<file path="config.mk">
export PLATFORM = sky130hd
export DESIGN_NAME = id_ex_stage_flat
export DESIGN_NICKNAME = d
export VERILOG_FILES = /design/src/rtl/id_ex_if.sv /design/src/rtl/id_ex_stage.sv /design/src/flat_wrapper.sv
export SDC_FILE = /design/constraint.sdc
export NUM_CORES = 1
export LEC_CHECK = 0
export CORE_MARGIN = 2
export CORE_UTILIZATION = 40
export CTS_CLUSTER_SIZE = 14
export DETAILED_ROUTE_END_ITERATION = 16
export PLACE_DENSITY = 0.9
export SLEW_MARGIN = 20
export SYNTH_ARGS = -nofsm -noshare
export SYNTH_HDL_FRONTEND = slang
export SYNTH_SLANG_ARGS = --single-unit
</file>
<file path="constraint.sdc">
create_clock -name clk -period 7.07 [get_ports clk]
set_input_delay 1.0605 -clock clk [delete_from_list [all_inputs] [get_ports clk]]
set_output_delay 1.0605 -clock clk [all_outputs]
set_load 0.02 [all_outputs]
</file>
<file path="src/rtl/id_ex_if.sv">
`default_nettype none
// ============================================================================
// Module   : id_ex_if
// Brief    : ID/EX pipeline bus: decode-side inputs and EX-side registered copies.
// Revision : 1.0
// ============================================================================
interface id_ex_if #(
    parameter int DATA_W = 32,
    parameter int CNT_W  = 16
);
    logic              inValid;
    logic [7:0]        ctrlIn;
    logic [4:0]        rs1;
    logic [4:0]        rs2;
    logic [4:0]        rd;
    logic [DATA_W-1:0] rs1Data;
    logic [DATA_W-1:0] rs2Data;
    logic [DATA_W-1:0] imm;
    logic [DATA_W-1:0] pc;
    logic [3:0]        funct;
    logic              exFlush;

    logic [7:0]        ctrlOut;
    logic [4:0]        rs1Out;
    logic [4:0]        rs2Out;
    logic [4:0]        rdOut;
    logic [DATA_W-1:0] rs1DataOut;
    logic [DATA_W-1:0] rs2DataOut;
    logic [DATA_W-1:0] immOut;
    logic [DATA_W-1:0] pcOut;
    logic [3:0]        functOut;
    logic              outValid;
    logic              stall;
    logic [CNT_W-1:0]  bubbleCount;

    modport master (
        output inValid, ctrlIn, rs1, rs2, rd, rs1Data, rs2Data, imm, pc, funct, exFlush,
        input  ctrlOut, rs1Out, rs2Out, rdOut, rs1DataOut, rs2DataOut, immOut, pcOut,
               functOut, outValid, stall, bubbleCount
    );

    modport slave (
        input  inValid, ctrlIn, rs1, rs2, rd, rs1Data, rs2Data, imm, pc, funct, exFlush,
        output ctrlOut, rs1Out, rs2Out, rdOut, rs1DataOut, rs2DataOut, immOut, pcOut,
               functOut, outValid, stall, bubbleCount
    );
endinterface
`default_nettype wire

</file>
<file path="src/rtl/id_ex_stage.sv">
`default_nettype none
// ============================================================================
// Module   : id_ex_stage
// Brief    : ID/EX pipeline register with flush and load-use bubble insertion.
//            Define HAZARD_DETECT_EN to enable load-use stall detection.
// Revision : 1.0
// ============================================================================
module id_ex_stage #(
    parameter int DATA_W = 32,
    parameter int CNT_W  = 16
) (
    input  wire logic clk,
    input  wire logic rst,
    id_ex_if.slave    bus
);
    localparam logic [CNT_W-1:0] c_CNT_MAX = {CNT_W{1'b1}};
    localparam logic [CNT_W-1:0] c_CNT_ONE = {{(CNT_W-1){1'b0}}, 1'b1};

    logic [7:0]        r_ctrl;
    logic [4:0]        r_rs1;
    logic [4:0]        r_rs2;
    logic [4:0]        r_rd;
    logic [DATA_W-1:0] r_rs1_data;
    logic [DATA_W-1:0] r_rs2_data;
    logic [DATA_W-1:0] r_imm;
    logic [DATA_W-1:0] r_pc;
    logic [3:0]        r_funct;
    logic              r_valid;
    logic [CNT_W-1:0]  r_cnt;

    logic w_stall;
    logic w_bubble;

`ifdef HAZARD_DETECT_EN
    logic w_uses_rs2;
    logic w_hazard;

    // rs2 is a real source unless the immediate replaces it (stores still read it)
    assign w_uses_rs2 = !bus.ctrlIn[1] || bus.ctrlIn[2];
    assign w_hazard   = r_valid && r_ctrl[6] && (r_rd != 5'd0) && bus.inValid &&
                        ((r_rd == bus.rs1) || ((r_rd == bus.rs2) && w_uses_rs2));
    assign w_stall    = w_hazard && !bus.exFlush;
`else
    assign w_stall    = 1'b0;
`endif

    assign w_bubble = bus.exFlush || w_stall;

    always_ff @(posedge clk or posedge rst) begin
        if (rst) begin
            r_ctrl     <= '0;
            r_rs1      <= '0;
            r_rs2      <= '0;
            r_rd       <= '0;
            r_rs1_data <= '0;
            r_rs2_data <= '0;
            r_imm      <= '0;
            r_pc       <= '0;
            r_funct    <= '0;
            r_valid    <= 1'b0;
            r_cnt      <= '0;
        end else if (w_bubble) begin
            // data fields of a bubble are never consumed, so they simply hold
            r_ctrl  <= '0;
            r_valid <= 1'b0;
            if (r_cnt != c_CNT_MAX) begin
                r_cnt <= r_cnt + c_CNT_ONE;
            end
        end else begin
            r_ctrl     <= bus.inValid ? bus.ctrlIn : 8'd0;
            r_valid    <= bus.inValid;
            r_rs1      <= bus.rs1;
            r_rs2      <= bus.rs2;
            r_rd       <= bus.rd;
            r_rs1_data <= bus.rs1Data;
            r_rs2_data <= bus.rs2Data;
            r_imm      <= bus.imm;
            r_pc       <= bus.pc;
            r_funct    <= bus.funct;
        end
    end

    assign bus.ctrlOut     = r_ctrl;
    assign bus.rs1Out      = r_rs1;
    assign bus.rs2Out      = r_rs2;
    assign bus.rdOut       = r_rd;
    assign bus.rs1DataOut  = r_rs1_data;
    assign bus.rs2DataOut  = r_rs2_data;
    assign bus.immOut      = r_imm;
    assign bus.pcOut       = r_pc;
    assign bus.functOut    = r_funct;
    assign bus.outValid    = r_valid;
    assign bus.stall       = w_stall;
    assign bus.bubbleCount = r_cnt;
endmodule
`default_nettype wire

</file>
<file path="src/flat_wrapper.sv">
// flat-port wrapper written by rule: the top's interface ports become plain ports
module id_ex_stage_flat 
#(
    parameter int DATA_W = 32,
    parameter int CNT_W  = 16
)
  (clk, rst, bus_inValid, bus_ctrlIn, bus_rs1, bus_rs2, bus_rd, bus_rs1Data, bus_rs2Data, bus_imm, bus_pc, bus_funct, bus_exFlush, bus_ctrlOut, bus_rs1Out, bus_rs2Out, bus_rdOut, bus_rs1DataOut, bus_rs2DataOut, bus_immOut, bus_pcOut, bus_functOut, bus_outValid, bus_stall, bus_bubbleCount);
  id_ex_if #(.DATA_W(DATA_W), .CNT_W(CNT_W)) bus_i ();
  input  wire logic clk;
  input  wire logic rst;
  input wire logic [$bits(bus_i.inValid)-1:0] bus_inValid;
  input wire logic [$bits(bus_i.ctrlIn)-1:0] bus_ctrlIn;
  input wire logic [$bits(bus_i.rs1)-1:0] bus_rs1;
  input wire logic [$bits(bus_i.rs2)-1:0] bus_rs2;
  input wire logic [$bits(bus_i.rd)-1:0] bus_rd;
  input wire logic [$bits(bus_i.rs1Data)-1:0] bus_rs1Data;
  input wire logic [$bits(bus_i.rs2Data)-1:0] bus_rs2Data;
  input wire logic [$bits(bus_i.imm)-1:0] bus_imm;
  input wire logic [$bits(bus_i.pc)-1:0] bus_pc;
  input wire logic [$bits(bus_i.funct)-1:0] bus_funct;
  input wire logic [$bits(bus_i.exFlush)-1:0] bus_exFlush;
  output wire logic [$bits(bus_i.ctrlOut)-1:0] bus_ctrlOut;
  output wire logic [$bits(bus_i.rs1Out)-1:0] bus_rs1Out;
  output wire logic [$bits(bus_i.rs2Out)-1:0] bus_rs2Out;
  output wire logic [$bits(bus_i.rdOut)-1:0] bus_rdOut;
  output wire logic [$bits(bus_i.rs1DataOut)-1:0] bus_rs1DataOut;
  output wire logic [$bits(bus_i.rs2DataOut)-1:0] bus_rs2DataOut;
  output wire logic [$bits(bus_i.immOut)-1:0] bus_immOut;
  output wire logic [$bits(bus_i.pcOut)-1:0] bus_pcOut;
  output wire logic [$bits(bus_i.functOut)-1:0] bus_functOut;
  output wire logic [$bits(bus_i.outValid)-1:0] bus_outValid;
  output wire logic [$bits(bus_i.stall)-1:0] bus_stall;
  output wire logic [$bits(bus_i.bubbleCount)-1:0] bus_bubbleCount;
  assign bus_i.inValid = bus_inValid;
  assign bus_i.ctrlIn = bus_ctrlIn;
  assign bus_i.rs1 = bus_rs1;
  assign bus_i.rs2 = bus_rs2;
  assign bus_i.rd = bus_rd;
  assign bus_i.rs1Data = bus_rs1Data;
  assign bus_i.rs2Data = bus_rs2Data;
  assign bus_i.imm = bus_imm;
  assign bus_i.pc = bus_pc;
  assign bus_i.funct = bus_funct;
  assign bus_i.exFlush = bus_exFlush;
  assign bus_ctrlOut = bus_i.ctrlOut;
  assign bus_rs1Out = bus_i.rs1Out;
  assign bus_rs2Out = bus_i.rs2Out;
  assign bus_rdOut = bus_i.rdOut;
  assign bus_rs1DataOut = bus_i.rs1DataOut;
  assign bus_rs2DataOut = bus_i.rs2DataOut;
  assign bus_immOut = bus_i.immOut;
  assign bus_pcOut = bus_i.pcOut;
  assign bus_functOut = bus_i.functOut;
  assign bus_outValid = bus_i.outValid;
  assign bus_stall = bus_i.stall;
  assign bus_bubbleCount = bus_i.bubbleCount;
  id_ex_stage #(.DATA_W(DATA_W), .CNT_W(CNT_W)) u_core (.clk(clk), .rst(rst), .bus(bus_i));
endmodule
</file>
**Word level (Yosys, flattened, before mapping)**

Index checks and enable logic that the tools add are counted.
Widths: inputs -> output; s select.

- Bits in registers: 172
- Input bits: 159
- Output and inout bits: 173
- Word-level logic and storage cells: 17

- Add/subtract/negate cells: 1
- Eq/ne operators: 1
- Muxes and demuxes: 3
- Reductions and logical operators: 1

Operators with widths:

| cell | number |
|---|---|
| $add 16x1->16 const B | 1 |
| $mux 8 | 2 |
| $ne 16x16->1 const B | 1 |
| $reduce_and 2->1 | 1 |
| $mux 1 | 1 |

**Longest topological paths before layout**

Gate-level depths: netlist (run 1).

- Depth in word-level cells: 2
- Gate-level depth with buffers: 5
- Depth with buffers taken out: 5

**Least setup slack after synthesis (run 1)**

No wires, ideal clock.

- Kind: in2reg
- Start point: in bus_exFlush
- End point: reg u_core.r_cnt[13] (netlist: u_core.bus.bubbleCount[13])
- Setup time: 80 ps
- Arrival: 2057 ps
- Required time: 6990 ps
- Path slack: 4933 ps
- Cell stages on the path: 5
- Path buffers: 1
- Path through: buf_4 > nand4_4 > or3_4 > nor4_1 > xor2_1

- Word-level cells in the longest chain between the ends: 1

RTL lines:

| item | RTL line | text |
|---|---|---|
| from (decl) | flat_wrapper.sv:21 | `input wire logic [$bits(bus_i.exFlush)-1:0] bus_exFlush;` |
| $reduce_and 2->1 (no line) | -- |  |
| to (signal assigned) | id_ex_stage.sv:67 | `r_cnt <= r_cnt + c_CNT_ONE;` |
| to (decl) | id_ex_stage.sv:29 | `logic [CNT_W-1:0] r_cnt;` |

Every way passes these cells.
A chain may end at the register's enable or synchronous reset.

==> metrics.md, run 1 <==
| Metric | Value |
|---|---|
| Status | finished, final reports clean |
| Syn Nets | about 560 |
| Critical Path Source Type | primary input |
| Clock Skews | 7.95 ps |
| Net count, final | 895 |
| ANT cells | 0 |
| Worst-margin pin slew | about 1000 ps |
| Ys flop type | dfrtp_1 |
| Rows | 46 |
| Hpwl dp | 13.1 mm |
| Clock Latency Late Sink | around 410 ps |
| Count of pins over their slew limit | 0 |
| Routed wire length | approximately 18 mm |
| Global-route wire length before repair | 28.0 mm |
| CTS hold repair buffers | 0 |
| Total track usage | 20.6% |
| Cell Chain, Critical Path | clkdlybuf4s50_1, inv_6, buf_4 |
| WL/cell | ~18 um |
| TritonCTS buffer count | 17 |
| Netlist cell types | 30 |
| CP Data Arrival Time | around 3100 ps |
| Largest net degree at the start of global routing | 102 |
| CTS sink cnt | approximately 170 |
| Commonest non-fill, non-tap cell in the layout | clkdlybuf4s50_1 |
| Most frequent cells in the layout | 329 x clkdlybuf4s50_1, 172 x dfrtp_1, 148 x mux2_2 |
| Metal1 wirelength | 6.68 mm |
| Top routing layer used | met4 |
| Max VDD drop | 0.154 mV |
| Cell area power density | 257 mW/mm2 |
| Setup crit end kind | async pin |
| Buffers added on ports | 330 |
| Worst rel slew slack | between 30% and 40% |
| Finished layout cell area | 0.0106 mm2 |
| RSZ-0062 raised after global routing | no |
| Via density | 4.74 |
| Crit path depth | 3 |
| Crit-path max FO | 101 |
| Core area | 0.0159 mm2 |
| TNS Setup | 0 ps |
| Antenna violations before repair | 0 |
| Post-synthesis sequential area ratio | 66.1% |
| Setup CP Type | in -> async |
| Pleak | 0.00442 uW |
| Die X | about 130 um |
| H-tree Lvls | 4 |
| Slowest stage delay, CP | 810 ps |
| Fin crit period | 2720 ps |
| Die Area | 0.0173 mm2 |
| Met2 WL | 9.29 mm |
| Synthesized flop and latch total | 172 |
| Drt drc | 0 |
| Vias post-DR | about 4600 |
| Final period util | between 30% and 40% |
| Syn_area_per_cell | 16.2 um2 |
| Reg clk slew, reported paths | 60 ps |
| Hold depth | 1 |
| Layout cells sized above 1 | 25.3% |
| Post-Syn Area | 0.00651 mm2 |
| GP Congestion | 0.826 |
| CTS tree | yes |
| Initial Util | 41.0% |
| Clk root buf | clkbuf_16 |
| Hold WC Path Type | reg -> reg |
| WL met3 | about 1.1 mm |
| I/O pin cnt | 332 |
| R2R cell count | 5 |
| Clk buf depth | 2 |
| CP max-delay cell | buf_4 |
| Setup Buffers After CTS | 0 |
| Placed Area | around 0.01 mm2 |
| Syn Inst Count | 403 |
| PostCTS Resize Cnt | 0 |
| CP Buf/Inv Count | 3 |
| Vias in the first global route | 5108 |
| Initial DRC Count | 138 |
| YS warnings | 0 |
| Drt first pass iters | 4 |
| Number of max-cap violations | 0 |
| Worst Path Required | between 7000 and 8000 ps |
| Die Ht | between 100 and 150 um |
| EDFF count, synth | 0 |
| Ys async rst share | between 90% and 100% |
| Crit path max-delay family | buffers and inverters |
| Antenna Nets Post-Route | 0 |
| Area Growth Syn to Fin | 63.0% |
| Grt ovf | 0 |
| Fmax | 367 MHz |
| Final Hold Vio Count | 0 |
| Final setup vio count | 0 |
[report_power, final]
| group | leakage (uW) | switching [uW] | internal (uW) |
|---|---|---|---|
| combinational | 0.00208 | 278 | 341 |
| clock | 0.000293 | 388 | 552 |
| sequential | 0.00205 | 77.1 | 1090 |
| total | 0.00442 | 743 | 1980 |
[Yosys cell counts, drive strengths merged (2+ instances only)]
cell type	number	area share (%)
buf	15	1.2
mux2	149	26
xor2	9	1.2
a21oi	2	0.15
nand2	8	0.46
dfrtp	172	66
xnor2	3	0.40
nor2	4	0.23
and2	8	0.77
nor3	5	0.38
nand4	6	1.0
inv	2	0.12
nor4	3	0.52
o21ai	2	0.15
nand3	2	0.15
clkbuf	4	0.23
[path summary, 6_finish.rpt]
check / slack [ps] / to / from
max: 4350 / u_core.bus.immOut[23]$_DFFE_PP0N_ / rst
min: 500 / u_core.bus.rs2DataOut[8]$_DFFE_PP0N_ / u_core.bus.rs2DataOut[8]$_DFFE_PP0N_
max reg2reg: 5230 / u_core.bus.bubbleCount[1]$_DFFE_PP0P_ / u_core.bus.bubbleCount[0]$_DFFE_PP0P_
min reg2reg: 500 / u_core.bus.rs2DataOut[8]$_DFFE_PP0N_ / u_core.bus.rs2DataOut[8]$_DFFE_PP0N_
max in group clk: 4390 / u_core.bus.rdOut[3]$_DFFE_PP0N_ / bus_exFlush
min in group asynchronous: 1230 / u_core.bus.pcOut[16]$_DFFE_PP0N_ / rst
[layout make-up]
type                            instances  area [um2]
Clock buffer                           20         467
Clock inverter                         12         138
Fill cell                            1115        5270
Inverter                                2        12.5
Multi-Input combinational cell        210        2100
Sequential cell                       172        4300
Tap cell                              216         270
Timing Repair Buffer                  332        3320
[registers in the layout (all words and copies together) (netlist names)]
| signal | flops |
|---|---|
| u_core.bus.functOut | 4 |
| u_core.bus.rs2Out | 5 |
| u_core.bus.rs1DataOut | 32 |
| u_core.bus.rdOut | 5 |
| u_core.bus.pcOut | 32 |
| u_core.bus.rs2DataOut | 32 |
| u_core.bus.ctrlOut | 8 |
| u_core.bus.bubbleCount | 16 |
| u_core.bus.immOut | 32 |
| u_core.bus.outValid | 1 |
| u_core.bus.rs1Out | 5 |
[layer usage]
metal  up-vias  GRT usage (%)
li1       2068              -
met1      2264           23.2
met2       201           36.7
met3        35           5.52
met4         0           9.24
met5         -              0
[cell families (layout without fill, tap and decap cells)]
group                      after synthesis  count (layout)  share of synthesized area [%]
other                                    1               1                         0.0576
DFF                                    172             172                           66.1
xor gates and xnor gates                12              12                           1.61
adders and majority gates                1               1                          0.192
and+or+nand+nor                         42              42                           4.25
AOI/OAI and AO/OA                        5               5                          0.442
buffers and inverters                   21             366                           1.58
muxes                                  149             149                           25.8
[through the flow]
stage	std cells	worst slack, ps	power, uW	hold slack (ps)	utilization (%)
after global placement	932	3920	1780	487	63.0
after global routing	964	4010	2840	521	66.8
after CTS	964	4290	2750	506	66.8
after floorplan	403	1350	1450	607	-
after detailed placement	932	3840	1810	492	63.0
final	964	4350	2730	503	66.8
Power figures use the tool's default switching activity.
==> run 2: changes to the inputs <==
--- a/config.mk
+++ b/config.mk
@@ -6,10 +6,10 @@
 export NUM_CORES = 1
 export LEC_CHECK = 0
 export CORE_MARGIN = 2
-export CORE_UTILIZATION = 40
+export CORE_UTILIZATION = 36
 export CTS_CLUSTER_SIZE = 14
 export DETAILED_ROUTE_END_ITERATION = 16
-export PLACE_DENSITY = 0.9
+export PLACE_DENSITY = 0.86
 export SLEW_MARGIN = 20
 export SYNTH_ARGS = -nofsm -noshare
 export SYNTH_HDL_FRONTEND = slang
==> constraint.sdc (replaced) <==
create_clock -name clk -period 2.2 [get_ports clk]
set_input_delay 0.33 -clock clk [delete_from_list [all_inputs] [get_ports clk]]
set_output_delay 0.33 -clock clk [all_outputs]
set_load 0.02 [all_outputs]
==> run 2 against run 1 <==
  * Sequential share of layout area shrank 0.63 points
  * Setup slack worse by 4000 ps
  * Clock power increased to 3.2 times the previous value
  * Clock skew is 4.5 ps lower
  * Sequential cell count did not move
  * Critical path type is now reg -> out
==> metrics.md, run 2 (synthesized netlist as in run 1, its figures left out) <==
| Metric | Value |
|---|---|
| Status | finished, final reports clean |
| Global-route wire length before repair | 27.3 mm |
| Crit-path max FO | 4 |
| Die Area | approximately 0.019 mm2 |
| Worst-margin pin slew | between 500 and 600 ps |
| Routed wire length | 17.1 mm |
| CP Buf/Inv Count | 1 |
| Pleak | 0.00449 uW |
| Vias post-DR | 4594 |
| Commonest non-fill, non-tap cell in the layout | clkdlybuf4s50_1 |
| Antenna Nets Post-Route | 0 |
| Crit path max-delay family | buffers and inverters |
| Clock Latency Late Sink | 420 ps |
| Via density | 4.65 |
| Final period util | 85.9% |
| CP max-delay cell | clkdlybuf4s50_1 |
| M2 GR Usage | 32.0% |
| Final Hold Vio Count | 0 |
| H-tree Lvls | 4 |
| Number of max-cap violations | 0 |
| Area Growth Syn to Fin | 65.6% |
| Max VDD drop | 0.614 mV |
| CTS sink cnt | 172 |
| WL/cell | around 17 um |
| RSZ-0062 raised after global routing | no |
| Clk root buf | clkbuf_16 |
| Fmax | 529 MHz |
| Drt drc | 0 |
| Cell area power density | 815 mW/mm2 |
| CP Data Arrival Time | approximately 1600 ps |
| Setup Buffers After CTS | 0 |
| GP Congestion | 0.783 |
| PostCTS Resize Cnt | 0 |
| Fin crit period | 1890 ps |
| Worst rel slew slack | ~66% |
| Setup crit end kind | output port |
| ANT cells | 0 |
| Grt met1 use | between 20% and 30% |
| Slowest stage delay, CP | 670 ps |
| Largest net degree at the start of global routing | 86 |
| Count of pins over their slew limit | 0 |
| Buffers added on ports | 330 |
| TritonCTS buffer count | 17 |
| Net count, final | 906 |
| Final setup vio count | 0 |
| Reg clk slew, reported paths | roughly 70 ps |
| Cell Chain, Critical Path | clkdlybuf4s50_1 |
| Hpwl dp | approximately 13 mm |
| I/O pin cnt | about 330 |
| Grt ovf | 0 |
| CTS hold repair buffers | 0 |
| Die X | 138 um |
| Clk buf depth | 2 |
| Met3 Use GR | 5.92% |
| Most frequent cells in the layout | 329 x clkdlybuf4s50_1, 172 x dfrtp_1, 148 x mux2_2 |
| Layout cells sized above 1 | 26.3% |
| Layer with the highest usage | met2 |
| CTS tree | yes |
| Die Ht | approximately 140 um |
| Rows | 49 |
| Vias in the first global route | 5013 |
| Critical Path Source Type | flop |
| Final total power | 8780 uW |
| Antenna violations before repair | 0 |
| Initial DRC Count | between 100 and 150 |
| Drt first pass iters | 5 |
| Clock Skews | 3.44 ps |
| Worst Path Required | 1870 ps |
| Setup CP Type | reg -> out |
| Hold_ws | 234 ps |
| Hold WC Path Type | in -> async |
| Core area | 0.0178 mm2 |
| Total track usage | a little under a fifth |
| Initial Util | a little over a third |
run 2: cell types whose count changed in the layout (fill, tap and decap cells not counted):
| cell | before | now |
|---|---|---|
| inv_6 | 3 | 4 |
| inv_8 | 0 | 2 |
| clkinvlp_4 | 2 | 3 |
| clkinv_4 | 4 | 3 |
| clkbuf_8 | 3 | 1 |
| buf_4 | 2 | 7 |
| buf_12 | 0 | 6 |
| clkinv_2 | 2 | 0 |
run 2: path summary, 6_finish.rpt:
check,startpoint,to,slack (ps),cells past startpoint
max reg2reg,u_core.bus.bubbleCount[0]$_DFFE_PP0P_,u_core.bus.bubbleCount[1]$_DFFE_PP0P_,370,5
min in group clk,bus_exFlush,u_core.bus.bubbleCount[2]$_DFFE_PP0P_,260,3
max in group asynchronous,rst,u_core.bus.pcOut[7]$_DFFE_PP0N_,1350,4
max,u_core.bus.bubbleCount[0]$_DFFE_PP0P_,bus_bubbleCount[0],310,1
min reg2reg,u_core.bus.pcOut[17]$_DFFE_PP0N_,u_core.bus.pcOut[17]$_DFFE_PP0N_,500,1
min,rst,u_core.bus.rs1DataOut[25]$_DFFE_PP0N_,230,2
run 2: power breakdown:
group / leakage, uW / internal [uW] / switching (uW)
logic: 0.00216 / 1120 / 887
registers: 0.00205 / 3500 / 231
clock network: 0.000288 / 1730 / 1310
run 2: cell type report:
type,count,area [um2]
inverter,2,11.3
clock inverter,13,159
tap,229,287
multi-input combinational,210,2100
timing repair buffer,343,3480
fill,1414,7060
sequential,172,4300
clock buffer,18,439
run 2: metrics by stage:
stage                     area (um2)  setup WS, ps  utilization [%]  setup TNS, ps  std cells
after global placement         10200           447             57.1              0        956
after CTS                      10800           280             60.4              0        987
final                          10800           311             60.4              0        987
after floorplan                 6520          -327                -         -56190        403
after global routing           10800           232             60.4              0        987
after detailed placement       10200           398             57.1              0        956
run 2: per-layer routing:
layer  vias up  wire length, um
li1       2102                -
met1      2250             6490
met2       220             8830
met3        22             1450
met4         0              347
met5         -                0
==> run 3: changes to the inputs <==
--- a/config.mk
+++ b/config.mk
@@ -9,6 +9,7 @@
 export CORE_UTILIZATION = 36
 export CTS_CLUSTER_SIZE = 14
 export DETAILED_ROUTE_END_ITERATION = 16
+export HOLD_SLACK_MARGIN = 0.15
 export PLACE_DENSITY = 0.86
 export SLEW_MARGIN = 20
 export SYNTH_ARGS = -nofsm -noshare
==> results of run 3 <==
The final DEF is identical to that of run 2; final timing and power are the same.
